==> src/rtl/alu_arbiter.sv <==
// -----------------------------------------------------------------------------
// alu_arbiter
//
// Shares one external 8-bit combinational ALU between two requesters. A port
// is granted round-robin, its operands are registered and presented to the
// ALU for one cycle, and the ALU result is captured and returned on that
// port's response handshake. Only one operation is in flight at a time.
//
// Ports:
//   clk, rst_n                    clock, asynchronous active-low reset
//   req_valid_n / req_ready_n     request handshake for port n (n = 0, 1)
//   req_op_n, req_a_n, req_b_n    ALU control code and operands for port n
//   rsp_valid_n / rsp_ready_n     response handshake for port n
//   rsp_y, rsp_ovf, rsp_zero      captured result, shared by both ports
//   alu_a, alu_b, alu_ctrl        registered operands/op driven to the ALU
//   alu_y, alu_ovf, alu_zero      ALU result inputs
// -----------------------------------------------------------------------------
module alu_arbiter (
    input  logic       clk,
    input  logic       rst_n,
    input  logic       req_valid_0,
    input  logic       req_valid_1,
    output logic       req_ready_0,
    output logic       req_ready_1,
    input  logic [3:0] req_op_0,
    input  logic [3:0] req_op_1,
    input  logic [7:0] req_a_0,
    input  logic [7:0] req_b_0,
    input  logic [7:0] req_a_1,
    input  logic [7:0] req_b_1,
    output logic       rsp_valid_0,
    output logic       rsp_valid_1,
    input  logic       rsp_ready_0,
    input  logic       rsp_ready_1,
    output logic [7:0] rsp_y,
    output logic       rsp_ovf,
    output logic       rsp_zero,
    output logic [7:0] alu_a,
    output logic [7:0] alu_b,
    output logic [3:0] alu_ctrl,
    input  logic [7:0] alu_y,
    input  logic       alu_ovf,
    input  logic       alu_zero
);

    localparam logic [1:0] IDLE = 2'd0;
    localparam logic [1:0] EXEC = 2'd1;
    localparam logic [1:0] RESP = 2'd2;

    logic [1:0] state_q, state_d;
    logic       last_grant_q, last_grant_d;
    logic       owner_q, owner_d;
    logic [3:0] op_q, op_d;
    logic [7:0] a_q, a_d;
    logic [7:0] b_q, b_d;
    logic [7:0] rsp_y_q, rsp_y_d;
    logic       rsp_ovf_q, rsp_ovf_d;
    logic       rsp_zero_q, rsp_zero_d;

    logic       grant;
    logic       accept;
    logic       rsp_done;

    // On a tie the port that did not win last time gets the grant, which
    // makes continuous contention alternate strictly between the ports.
    always_comb begin
        grant = 1'b0;
        case ({req_valid_1, req_valid_0})
            2'b01:   grant = 1'b0;
            2'b10:   grant = 1'b1;
            2'b11:   grant = ~last_grant_q;
            default: grant = 1'b0;
        endcase
    end

    assign req_ready_0 = (state_q == IDLE) && req_valid_0 && (grant == 1'b0);
    assign req_ready_1 = (state_q == IDLE) && req_valid_1 && (grant == 1'b1);
    assign accept      = req_ready_0 | req_ready_1;

    // Only the owner's rsp_ready can retire the response.
    assign rsp_done = (state_q == RESP) && (owner_q ? rsp_ready_1 : rsp_ready_0);

    always_comb begin
        state_d      = state_q;
        last_grant_d = last_grant_q;
        owner_d      = owner_q;
        op_d         = op_q;
        a_d          = a_q;
        b_d          = b_q;
        rsp_y_d      = rsp_y_q;
        rsp_ovf_d    = rsp_ovf_q;
        rsp_zero_d   = rsp_zero_q;
        case (state_q)
            IDLE: begin
                if (accept) begin
                    op_d         = grant ? req_op_1 : req_op_0;
                    a_d          = grant ? req_a_1  : req_a_0;
                    b_d          = grant ? req_b_1  : req_b_0;
                    owner_d      = grant;
                    last_grant_d = grant;
                    state_d      = EXEC;
                end
            end
            EXEC: begin
                rsp_y_d    = alu_y;
                rsp_ovf_d  = alu_ovf;
                rsp_zero_d = alu_zero;
                state_d    = RESP;
            end
            RESP: begin
                if (rsp_done) begin
                    state_d = IDLE;
                end
            end
            default: state_d = IDLE;
        endcase
    end

    always_ff @(posedge clk or negedge rst_n) begin
        if (!rst_n) begin
            state_q      <= IDLE;
            last_grant_q <= 1'b1;
            owner_q      <= 1'b0;
            op_q         <= 4'd0;
            a_q          <= 8'd0;
            b_q          <= 8'd0;
            rsp_y_q      <= 8'd0;
            rsp_ovf_q    <= 1'b0;
            rsp_zero_q   <= 1'b0;
        end else begin
            state_q      <= state_d;
            last_grant_q <= last_grant_d;
            owner_q      <= owner_d;
            op_q         <= op_d;
            a_q          <= a_d;
            b_q          <= b_d;
            rsp_y_q      <= rsp_y_d;
            rsp_ovf_q    <= rsp_ovf_d;
            rsp_zero_q   <= rsp_zero_d;
        end
    end

    assign rsp_valid_0 = (state_q == RESP) && (owner_q == 1'b0);
    assign rsp_valid_1 = (state_q == RESP) && (owner_q == 1'b1);
    assign rsp_y       = rsp_y_q;
    assign rsp_ovf     = rsp_ovf_q;
    assign rsp_zero    = rsp_zero_q;

    assign alu_ctrl = op_q;
    assign alu_a    = a_q;
    assign alu_b    = b_q;

endmodule

==> config.mk <==
export PLATFORM = sky130hd
export DESIGN_NAME = alu_arbiter
export DESIGN_NICKNAME = d
export VERILOG_FILES = /design/src/rtl/alu_arbiter.sv
export SDC_FILE = /design/constraint.sdc
export NUM_CORES = 1
export LEC_CHECK = 0
export CORE_MARGIN = 2
export CORE_UTILIZATION = 36
export CTS_CLUSTER_DIAMETER = 80
export DETAILED_ROUTE_END_ITERATION = 10
export PLACE_DENSITY = 0.76
export SLEW_MARGIN = 20
export SYNTH_ARGS = -nofsm -noshare
export SYNTH_HDL_FRONTEND = slang
export SYNTH_SLANG_ARGS = --single-unit
==> constraint.sdc <==
create_clock -name clk -period 2.85 [get_ports clk]
set_input_delay 0.57 -clock clk [delete_from_list [all_inputs] [get_ports clk]]
set_output_delay 0.57 -clock clk [all_outputs]
set_load 0.1 [all_outputs]
==> metrics.log, run 1 <==
[metrics] unrepaired setup endpoints after global routing: no
[metrics] number of CTS-inserted buffers: 5
[metrics] Iter 0 DRT Violations: 10
[metrics] FF/Latch Area: about 850 um^2
[metrics] number of storage elements in the synthesis netlist: 34
[metrics] met2 track demand over resource: 25.1%
[metrics] count of port buffers added during placement: 89
[metrics] Filler Cell Count: 354
[metrics] total I/O pin count: 90
[metrics] Initial Utilization: approximately 37%
[metrics] total of cells resized after clock tree synthesis: 0
[metrics] sequential cell area fraction in the yosys report: a little over half
[metrics] number of detailed-routing iterations run before antenna repair: 2
[metrics] pin count of the biggest net entering global routing: 35
[metrics] final setup fails: 0
[metrics] hold violation count in the final report: 0
[metrics] TritonCTS clock tree: built
[metrics] run status: complete, no violations
[metrics] final number of max-transition violations: 0
[metrics] sum of overflow across all layers after global routing: 0
[metrics] worst reg2reg startpoint: last_grant_q
[metrics] area of the core: around 4400 um^2
[metrics] detailed-route vias per instance: roughly 4.7
[metrics] fraction of post-synthesis cell area in the top cell type by area: roughly 51%
[metrics] y dimension of the die: between 70 and 80 um
[metrics] clk_lat worst skew: about 0.28 ns
[metrics] via count of the first global-routing pass: 1253
[metrics] FF-to-FF setup slack: roughly 1.0 ns
[metrics] DIE AREA: roughly 5000 um^2
[metrics] post-synth design cell area: 1630 um^2
[metrics] worst slew margin relative to its limit: 50.8%
[metrics] Top Usage Layer GRT: met2
[metrics] Hold-fix buffers, CTS: 0
[metrics] nature of the critical path endpoint: output port
[metrics] met3 usage: 7.12%
[metrics] Routed wire per std cell: 14.4 um
[metrics] horizontal die dimension: 71.2 um
[metrics] count of synthesis-stage warnings from yosys: 0
[metrics] CP Launch Type: primary input
[metrics] required time reported for the critical path endpoint: roughly 2.3 ns
[metrics] detailed-route via count: between 1000 and 1500
[metrics] post-synthesis to final-layout area growth: 61.1%
[metrics] maximum fanout along the worst path: 12
[metrics] met1 Resource Use GR: between 15 and 20%
[metrics] Clock Sinks: 34
[metrics] global-route wire length before repair: 5.66 mm
[metrics] gp weighted congestion: about 0.74
[metrics] Cell Rows: 24
[metrics] Hold WC Path Type: in2async
[metrics] total wire length: 3.62 mm
[metrics] max-cap check violation count: 0
[metrics] remaining design rule violation count: 0
[metrics] post-synthesis cell count: 106
[metrics] Slew @ Worst Pin: 0.738 ns
[metrics] antenna violations before repair: 0
[metrics] share of post-route cells with drive strength above 1: around 50%
[metrics] number of nets in the layout: around 260
[metrics] crit share post-route: between 80 and 90%
[metrics] Total Negative Setup Slacks: 0 ns
[metrics] Final min period: approximately 2.5 ns
[metrics] total half-perimeter wirelength after legalization and detailed placement: around 2.8 mm
[metrics] syn avg cell area: between 15 and 20 um^2
[metrics] clock skew: about 0.0086 ns
[metrics] data arrival time of the worst path: around 1.9 ns
[metrics] syn_nets: 162
[metrics] worst setup path class: in2out
[metrics] Routed Antenna Nets: 0
[metrics] worst setup path start: req_valid_0
[metrics] area taken by multi-input logic gates: 737 um^2
[metrics] CTS root buffer: sky130_fd_sc_hd__clkbuf_8
[metrics] maximum operating frequency: a little over 400 MHz
[metrics] Antenna Diode Count: 0
[metrics] global-route total usage across every layer: about 15%
[metrics] number of levels the H-tree was split into: 2
[metrics] maximum clock path buffer count: 2
[metrics] count of distinct cell types in the synthesized netlist: 18
[metrics] Yosys top cell by area: sky130_fd_sc_hd__dfrtp_1
[metrics] CTS clk-pin slew, worst paths: around 0.07 ns
[metrics] cell types occupying the most area after synthesis: sky130_fd_sc_hd__dfrtp_1, sky130_fd_sc_hd__mux2_2, sky130_fd_sc_hd__mux2_4
[metrics] setup repair bufs after CTS: 0
registers in the layout, summed over array words and instances (netlist names):
register,flops
rsp_zero,1
alu_a,8
last_grant_q,1
alu_ctrl,4
state_q,2
rsp_ovf,1
rsp_y,8
owner_q,1
alu_b,8
Yosys cell counts:
| cell | n |
|---|---|
| sky130_fd_sc_hd__buf_6 | 2 |
| sky130_fd_sc_hd__inv_1 | 2 |
| sky130_fd_sc_hd__and3_1 | 1 |
| sky130_fd_sc_hd__dfstp_2 | 1 |
| sky130_fd_sc_hd__a21oi_1 | 1 |
| sky130_fd_sc_hd__a21bo_4 | 1 |
| sky130_fd_sc_hd__o21ai_0 | 2 |
| sky130_fd_sc_hd__a21o_1 | 1 |
| sky130_fd_sc_hd__dfrtp_1 | 33 |
| sky130_fd_sc_hd__nor3_1 | 1 |
| sky130_fd_sc_hd__nand2b_1 | 2 |
| sky130_fd_sc_hd__nor2_2 | 1 |
| sky130_fd_sc_hd__buf_2 | 3 |
| sky130_fd_sc_hd__mux2_4 | 18 |
| sky130_fd_sc_hd__nor2_1 | 2 |
| sky130_fd_sc_hd__a31oi_1 | 1 |
| sky130_fd_sc_hd__nand2_1 | 1 |
| sky130_fd_sc_hd__mux2_2 | 33 |
path summary, 6_finish.rpt:
path	endpoint	cells past startpoint
min	rsp_y[1]	1
min reg2reg	rsp_y[0]	1
min in group clk	rsp_y[0]	1
max reg2reg	alu_b[1]	4
max	req_ready_0	4
max in group asynchronous	alu_a[2]	1
cells by family (layout without fill, tap and decap cells):
group           after synthesis  count (layout)  share of synthesized area, %
simple gates                  8               8                          2.54
mux                          51              51                          39.5
buf+inv                       7             101                          2.77
flops                        34              34                          52.4
compound gates                6               6                          2.77
layout make-up:
class | instances | share of cell area (%)
Inverter | 2 | 0.287
Sequential cell | 34 | 32.5
Multi-Input combinational cell | 65 | 28.1
Clock buffer | 7 | 3.30
Timing Repair Buffer | 91 | 32.1
Tap cell | 52 | 2.48
Clock inverter | 1 | 1.15
metal layers:
| metal | up-vias | share of wire [%] |
|---|---|---|
| li1 | 563 | - |
| met1 | 569 | 37 |
| met2 | 52 | 52 |
| met3 | 7 | 9.6 |
| met4 | 0 | 1.4 |
| met5 | - | 0 |
cells in the final DEF (no fill, tap or decap), drive strengths merged, types with 2 or more instances in the layout:
cell type       n
nand2b          2
nor2            3
mux2           51
inv             2
dfrtp          33
buf            37
clkbuf          7
o21ai           2
clkdlybuf4s50  54
per-stage QoR:
| stage | setup WS, ns | util [%] | cells | hold WS (ns) | area, um^2 |
|---|---|---|---|---|---|
| final | 0.396 | 60.1 | 252 | 0.346 | 2620 |
| after global routing | 0.340 | 60.1 | 252 | 0.402 | 2620 |
| after CTS | 0.377 | 60.1 | 252 | 0.378 | 2620 |
| after detailed placement | 0.348 | 57.5 | 244 | 0.495 | 2500 |
| after global placement | 0.404 | 57.5 | 244 | 0.488 | 2500 |
| after floorplan | 0.143 | - | 106 | 0.274 | 1630 |
critical path: stages:
cell                              delay, ns
sky130_fd_sc_hd__clkdlybuf4s50_1       0.57
sky130_fd_sc_hd__a21bo_4               0.31
sky130_fd_sc_hd__and3_1                0.25
sky130_fd_sc_hd__buf_12                0.18
Power of run 1 is left out: the tool's default activity adds up to more than one toggle a clock period on the data nets, which glitch-free logic cannot reach.
==> run 2: changes to the inputs <==
- CORE_UTILIZATION: 36 -> 41
- PLACE_DENSITY: 0.76 -> 0.85
==> run 2 against run 1 <==
  * Sequential cell count did not move
  * Register-to-register slack barely moved
  * Cell area fell by 0.67%
  * Critical path type unchanged
  * Maximum frequency fell by 0.53%
  * Via count rose by 0.42%
  * Worst hold slack improved by 0.16 ns
  * Cell count fell by 1.2%
==> metrics.log, run 2 (same netlist as run 1, synthesis figures left out) <==
[metrics] total of cells resized after clock tree synthesis: 0
[metrics] Filler Cell Count: 286
[metrics] CTS clk-pin slew, worst paths: ~0.060 ns
[metrics] count of port buffers added during placement: 89
[metrics] maximum operating frequency: roughly 410 MHz
[metrics] y dimension of the die: 67.0 um
[metrics] remaining design rule violation count: 0
[metrics] most frequent cells in the layout: sky130_fd_sc_hd__clkdlybuf4s50_1, sky130_fd_sc_hd__buf_4, sky130_fd_sc_hd__mux2_2, sky130_fd_sc_hd__dfrtp_1, sky130_fd_sc_hd__mux2_4
[metrics] depth of the worst register-to-register path: 4
[metrics] detailed-route via count: 1196
[metrics] Antenna Diode Count: 0
[metrics] kind of cell with the highest combined delay on the critical path: buffers and inverters
[metrics] clk_lat worst skew: between 0.2 and 0.3 ns
[metrics] hold violation count in the final report: 0
[metrics] number of levels the H-tree was split into: 2
[metrics] maximum fanout along the worst path: 12
[metrics] area of the core: around 3700 um^2
[metrics] most common cell after layout, fill and taps aside: sky130_fd_sc_hd__clkdlybuf4s50_1
[metrics] antenna violations before repair: 0
[metrics] number of detailed-routing iterations run before antenna repair: 4
[metrics] global-route total usage across every layer: 18.7%
[metrics] cell total after placement: 241
[metrics] CP Launch Type: primary input
[metrics] worst reg2reg startpoint: last_grant_q
[metrics] maximum clock path buffer count: 2
[metrics] number of nets in the layout: ~260
[metrics] Hold-fix buffers, CTS: 0
[metrics] Cell Rows: 22
[metrics] total wire length: 3.84 mm
[metrics] Clock Sinks: 34
[metrics] Slew @ Worst Pin: 0.483 ns
[metrics] worst slew margin relative to its limit: between 60% and 70%
[metrics] Routed Antenna Nets: 0
[metrics] horizontal die dimension: between 60 and 70 um
[metrics] Iter 0 DRT Violations: 32
[metrics] run status: complete, no violations
[metrics] non-filler instance count after layout: approximately 250
[metrics] number of CTS-inserted buffers: 5
[metrics] TritonCTS clock tree: built
[metrics] detailed-route vias per instance: just under 5
[metrics] series of cell instances along the critical path: clkdlybuf4s50_1 > a21bo_4 > and3_1 > buf_12
[metrics] global-route wire length before repair: 5.98 mm
[metrics] required time reported for the critical path endpoint: 2.28 ns
[metrics] worst setup path start: req_valid_0
[metrics] clock skew: 0.00407 ns
[metrics] Hold WC Path Type: reg2reg
[metrics] sum of overflow across all layers after global routing: 0
[metrics] cell depth of the worst hold path: 1
[metrics] slowest library cell on the worst path: sky130_fd_sc_hd__clkdlybuf4s50_1
[metrics] final setup fails: 0
[metrics] Total Negative Setup Slacks: 0 ns
[metrics] critical hold path startpoint: rsp_zero
[metrics] Initial Utilization: 43.4%
[metrics] end point of the worst hold path: rsp_zero
[metrics] worst reg2reg path endpoint: alu_b[1]
[metrics] via count of the first global-routing pass: roughly 1300
[metrics] nature of the critical path endpoint: output port
[metrics] pin count of the biggest net entering global routing: 35
[metrics] CTS root buffer: sky130_fd_sc_hd__clkbuf_8
[metrics] share of post-route cells with drive strength above 1: 49.8%
[metrics] post-synthesis to final-layout area growth: 60.0%
[metrics] critical path's largest stage delay: 0.57 ns
[metrics] total half-perimeter wirelength after legalization and detailed placement: 3.06 mm
[metrics] Crit path buffers/inverters: 2
[metrics] DIE AREA: about 4500 um^2
[metrics] crit share post-route: roughly 87%
[metrics] worst setup path class: in2out
[metrics] data arrival time of the worst path: 1.90 ns
[metrics] FF-to-FF setup slack: 1.02 ns
[metrics] final number of max-transition violations: 0
[metrics] total I/O pin count: 90
[metrics] setup repair bufs after CTS: 0
[metrics] unrepaired setup endpoints after global routing: no
[metrics] gp weighted congestion: roughly 0.75
[metrics] Routed wire per std cell: around 15 um
[metrics] max-cap check violation count: 0
[metrics] Final min period: 2.47 ns
[run 2: how the worst max path moves through the flow]
stage / end / slack, ns / cells after the start
after floorplan: req_ready_1 / 0.14 / 3
after global placement: alu_b[0] / 0.42 / 5
after detailed placement: req_ready_0 / 0.38 / 4
after CTS: req_ready_0 / 0.37 / 4
after global routing: req_ready_1 / 0.31 / 4
final: req_ready_0 / 0.38 / 4
[run 2: metrics by stage]
stage               worst slack [ns]  instance area (um^2)  utilization, %  hold slack (ns)
CTS                            0.372                  2600            69.5            0.516
finish                         0.383                  2600            69.5            0.510
global route                   0.314                  2600            69.5            0.530
detailed placement             0.378                  2510            67.0            0.500
global placement               0.418                  2510            67.0            0.489
floorplan                      0.143                  1630               -            0.274
[run 2: per-layer routing]
| metal | vias up | GRT usage (%) | share of wire [%] |
|---|---|---|---|
| li1 | 564 | - | - |
| met4 | 0 | 12.5 | 3.5 |
| met3 | 12 | 3.55 | 8.8 |
| met1 | 559 | 19.0 | 35 |
| met5 | - | 0 | 0 |
| met2 | 61 | 34.1 | 53 |
[run 2: area by class of cell]
class / count / area, um^2 / area share [%]
timing repair buffer: 92 / 853 / 32.8
sequential: 34 / 852 / 32.8
multi-input combinational: 65 / 737 / 28.3
clock buffer: 7 / 86.3 / 3.32
tap: 48 / 60.1 / 2.31
inverter: 2 / 7.51 / 0.289
clock inverter: 1 / 5.00 / 0.192
Power of run 2 is left out for the same reason.
